**config.mk**
```make
export PLATFORM = sky130hd
export DESIGN_NAME = hazard_stall_controller
export DESIGN_NICKNAME = d
export VERILOG_FILES = /design/src/rtl/hazard_stall_controller.sv
export SDC_FILE = /design/constraint.sdc
export NUM_CORES = 1
export LEC_CHECK = 0
export CAP_MARGIN = 0
export CELL_PAD_IN_SITES_DETAIL_PLACEMENT = 1
export CELL_PAD_IN_SITES_GLOBAL_PLACEMENT = 2
export CORE_ASPECT_RATIO = 1.4
export CORE_MARGIN = 4
export CORE_UTILIZATION = 24
export CTS_CLUSTER_SIZE = 25
export DETAILED_ROUTE_END_ITERATION = 7
export PLACE_DENSITY = 0.92
export SYNTH_ARGS = -nofsm -noshare
export SYNTH_HDL_FRONTEND = slang
export SYNTH_SLANG_ARGS = --single-unit
```
**constraint.sdc**
```tcl
create_clock -name Clk -period 7.3 [get_ports Clk]
set_input_delay 1.46 -clock Clk [delete_from_list [all_inputs] [get_ports Clk]]
set_output_delay 1.46 -clock Clk [all_outputs]
set_load 0.05 [all_outputs]
```
**src/rtl/hazard_stall_controller.sv**
```systemverilog
// Pipeline sequencing for the 5-stage MIPS datapath: load-use bubbles, taken-branch
// flushes, freeze for the multi-cycle multiply unit, and a saturating stall counter.
module hazard_stall_controller #(
    parameter int MUL_LAT = 4,
    parameter int CNT_W   = 16
) (
    input  logic             Clk,
    input  logic             Rst,
    input  logic [31:0]      IFID_Instruction,
    input  logic             IDEX_MemRead,
    input  logic [4:0]       IDEX_RegisterRt,
    input  logic             EX_BranchTaken,
    input  logic             EX_MulStart,
    output logic             PCWrite,
    output logic             IFIDWrite,
    output logic             IDEXWrite,
    output logic             IDEX_Bubble,
    output logic             IFID_Flush,
    output logic             EXMEM_Bubble,
    output logic             MulBusy,
    output logic [CNT_W-1:0] StallCycles
);

    typedef enum logic {RUN, MUL} state_t;

    localparam logic [3:0] MUL_INIT  = 4'(MUL_LAT - 2);
    localparam bit         MUL_ENTER = (MUL_LAT > 2);

    state_t           state_q, state_d;
    logic [3:0]       mul_cnt_q, mul_cnt_d;
    logic [CNT_W-1:0] stall_q, stall_d;

    logic [5:0] opcode;
    logic [4:0] rs, rt;
    logic       rt_used, lu;
    logic       unused_ok;

    assign opcode    = IFID_Instruction[31:26];
    assign rs        = IFID_Instruction[25:21];
    assign rt        = IFID_Instruction[20:16];
    assign unused_ok = ^IFID_Instruction[15:0];

    // rt is a source only for R-type, beq/bne and the stores
    always_comb begin
        case (opcode)
            6'b000000, 6'b000100, 6'b000101,
            6'b101011, 6'b101001, 6'b101000: rt_used = 1'b1;
            default:                         rt_used = 1'b0;
        endcase
    end

    assign lu = IDEX_MemRead && (IDEX_RegisterRt != 5'd0) &&
                ((IDEX_RegisterRt == rs) || (rt_used && (IDEX_RegisterRt == rt)));

    always_comb begin
        PCWrite      = 1'b1;
        IFIDWrite    = 1'b1;
        IDEXWrite    = 1'b1;
        IDEX_Bubble  = 1'b0;
        IFID_Flush   = 1'b0;
        EXMEM_Bubble = 1'b0;
        MulBusy      = 1'b0;
        if (!Rst) begin
            if (state_q == MUL || (!EX_BranchTaken && EX_MulStart)) begin
                PCWrite      = 1'b0;
                IFIDWrite    = 1'b0;
                IDEXWrite    = 1'b0;
                EXMEM_Bubble = 1'b1;
                MulBusy      = 1'b1;
            end else if (EX_BranchTaken) begin
                IFID_Flush  = 1'b1;
                IDEX_Bubble = 1'b1;
            end else if (lu) begin
                PCWrite     = 1'b0;
                IFIDWrite   = 1'b0;
                IDEX_Bubble = 1'b1;
            end
        end
    end

    // MulCnt holds the MUL-state cycles still to come; leave once it would reach zero
    always_comb begin
        state_d   = state_q;
        mul_cnt_d = mul_cnt_q;
        case (state_q)
            RUN: begin
                if (!EX_BranchTaken && EX_MulStart) begin
                    mul_cnt_d = MUL_INIT;
                    if (MUL_ENTER) state_d = MUL;
                end
            end
            MUL: begin
                mul_cnt_d = mul_cnt_q - 4'd1;
                if (mul_cnt_q <= 4'd1) begin
                    state_d   = RUN;
                    mul_cnt_d = 4'd0;
                end
            end
            default: state_d = RUN;
        endcase
    end

    always_comb begin
        stall_d = stall_q;
        if (!PCWrite && (stall_q != {CNT_W{1'b1}}))
            stall_d = stall_q + {{(CNT_W-1){1'b0}}, 1'b1};
    end

    always_ff @(posedge Clk) begin
        if (Rst) begin
            state_q   <= RUN;
            mul_cnt_q <= 4'd0;
            stall_q   <= '0;
        end else begin
            state_q   <= state_d;
            mul_cnt_q <= mul_cnt_d;
            stall_q   <= stall_d;
        end
    end

    assign StallCycles = stall_q;

endmodule

```
==> reports/metrics.cfg <==
[detailed_routing]
drt_iter0_markers=76
vias=1351
drc=0
drt_pre_antenna_iters=4
postRouteWirelength_um=3880
antenna_left=0
wire_per_inst_um=14.1
viasPerCell=4.91

[sta]
rsz0062_at_grt=false
setup_tns_ns=0
period_share=0.758
hold_viol=0
fmax_ghz=0.181
final_max_slew_viol_count=0
finalSetupViolCount=0
tightest_slew_ns=0.529
timing.slew.headroom=0.646
period_needed_ns=5.53
fin_ws_ns=1.77
skew_ns=0.00541

[clock_tree]
cts_sinks=21
cts_tree=done
cts-htree-levels=1
clockBufferDepth=2
cts_setup_buffers=0
ctsResizeCount=0
hold_buffers=0
cts_buffers=3
insertion_delay_ns=0.27
clk_pin_slew_ns=0.09
cts-root-buf=clkbuf_8

[cells_and_area]
diodes=0
fin_nets=253
nFillCells=660
syn2layout_area_growth_pct=40.7
layout_commonest_cell=clkdlybuf4s50_1
final_cell_mix=clkdlybuf4s50_1, dfxtp_1, nor2_1, and3_1, nor2b_1
drive_above_1_share=0.0821

[placed_design]
post-place-ws_ns=1.72
gp_congestion=0.678
dp_hpwl_um=2940
io_buffers=48

[grt]
grt_max_degree=33
grt_overflow=0
grt_busiest_layer=met2
grt_pass1_wl_um=6750
grt_use_total=0.116
use_met3=0.0175
grt_pass1_vias=1461
gr-usage-met2=0.205
met1_usage=0.139
grt_antenna_before_repair=0

[flow_run]
maxCapViolCount=0

[synth]
syn_nets=209
yosys_warnings=0
synth_cells=164
synth.cell_area_sq_um=1400
synth.distinct_cells=39
yosysSeqAreaShare=0.301
avgSynthCellArea_sq_um=8.51
ys_seq_elements=21

[pwr]
cellLeakagePower_nw=0.782
power_density_nw_per_um2=138
peakVddDrop_mv=0.0683

[worst_setup_path]
worstPathArrival_ns=4.07
start_kind=primary input
crit_required_ns=5.84
critical_path.max_fanout=14
end_kind=output pin
path_class=primary input to output pin

[floorplan]
rows=32
fp.dieArea_sq_um=7110
die_w_um=72.4
die_h_um=98.2
core_sq_um=5570
ioPinCount=65
start_util=0.251

[worst_hold_path]
worstHoldPathType=flop to flop

[outcome]
status=finished, final reports clean

==> layer usage <==
metal / vias up / wire [um]
met1: 647 / 1640
met2: 31 / 2040
met5: - / 0
met3: 5 / 146
li1: 668 / -
met4: 0 / 59
==> stage by stage <==
| stage | util | instance area, sq um | total power [mW] | cells | hold slack (ns) |
|---|---|---|---|---|---|
| after global routing | 0.353 | 1960 | 0.283 | 275 | 0.515 |
| final | 0.353 | 1960 | 0.270 | 275 | 0.495 |
| after CTS | 0.353 | 1960 | 0.274 | 275 | 0.499 |
| after detailed placement | 0.344 | 1920 | 0.193 | 271 | 0.476 |
| after floorplan | - | 1400 | 0.163 | 164 | 0.470 |
| after global placement | 0.344 | 1920 | 0.191 | 271 | 0.467 |
==> layout make-up <==
cell class	instances	area [sq um]	area share
Clock inverter	1	5.00	0.00255
Timing Repair Buffer	50	495	0.252
Inverter	7	26.3	0.0134
Multi-Input combinational cell	125	890	0.453
Tap cell	68	85.1	0.0433
Sequential cell	21	420	0.214
Clock buffer	3	41.3	0.0210
==> critical path, stage by stage <==
cell             delay [ns]
clkdlybuf4s50_1        0.47
inv_1                  0.04
a2111oi_0              0.42
o211ai_1               0.24
a2111oi_4              0.38
buf_4                  0.25
nor2_1                 0.07
clkdlybuf4s50_1        0.72
==> cells by family (layout without fill, tap and decap cells) <==
family                     count (synthesis)  count (layout)  synth area share
adders and majority gates                  3               3            0.0269
xor gates and xnor gates                  10              10            0.0628
AOI/OAI and AO/OA                         32              32             0.162
muxes                                     15              15             0.117
DFF                                       21              21             0.301
buffers and inverters                     18              61            0.0610
and+or+nand+nor                           65              65             0.268
==> final timing paths <==
path                                      startpoint               to  slack (ns)  depth (start not counted)
worst min register to register        StallCycles[4]   StallCycles[4]        0.49                          1
worst min-delay path                  StallCycles[4]   StallCycles[4]        0.49                          1
worst max register to register        StallCycles[0]  StallCycles[15]        4.91                          6
worst max-delay path            IFID_Instruction[28]        IFIDWrite        1.77                          8
==> state kept, by name, indices dropped and copies added (netlist names) <==
register     count
mul_cnt_q        4
state_q          1
StallCycles     16
==> power by group <==
| group | switching, mW | total [mW] | leakage, nW | internal [mW] |
|---|---|---|---|---|
| clock network | 0.0430 | 0.0812 | 0.0255 | 0.0382 |
| registers | 0.00390 | 0.122 | 0.170 | 0.118 |
| logic | 0.0374 | 0.0674 | 0.586 | 0.0300 |
| total | 0.0843 | 0.270 | 0.782 | 0.186 |
==> synthesized netlist by cell type (all sizes together) <==
| library cell | n | area share |
|---|---|---|
| a2111o | 1 | 0.0081 |
| a2111oi | 2 | 0.026 |
| a211oi | 1 | 0.0054 |
| a21oi | 9 | 0.032 |
| a221oi | 1 | 0.0063 |
| and2 | 1 | 0.0045 |
| and3 | 11 | 0.049 |
| and4 | 2 | 0.013 |
| buf | 5 | 0.026 |
| clkbuf | 6 | 0.016 |
| dfxtp | 21 | 0.30 |
| ha | 3 | 0.027 |
| inv | 7 | 0.019 |
| mux2 | 8 | 0.067 |
| mux2i | 7 | 0.050 |
| nand2 | 2 | 0.0054 |
| nand2b | 8 | 0.036 |
| nand3 | 3 | 0.011 |
| nand4 | 3 | 0.013 |
| nand4b | 2 | 0.013 |
| nor2 | 15 | 0.040 |
| nor2b | 10 | 0.045 |
| nor3 | 4 | 0.014 |
| nor3b | 1 | 0.0054 |
| nor4 | 1 | 0.0090 |
| o2111ai | 2 | 0.013 |
| o211ai | 6 | 0.036 |
| o21ai | 10 | 0.036 |
| or2 | 1 | 0.0045 |
| or4 | 1 | 0.0054 |
| xnor2 | 2 | 0.013 |
| xor2 | 8 | 0.050 |
Note: power is estimated with default switching activity, not from simulation.
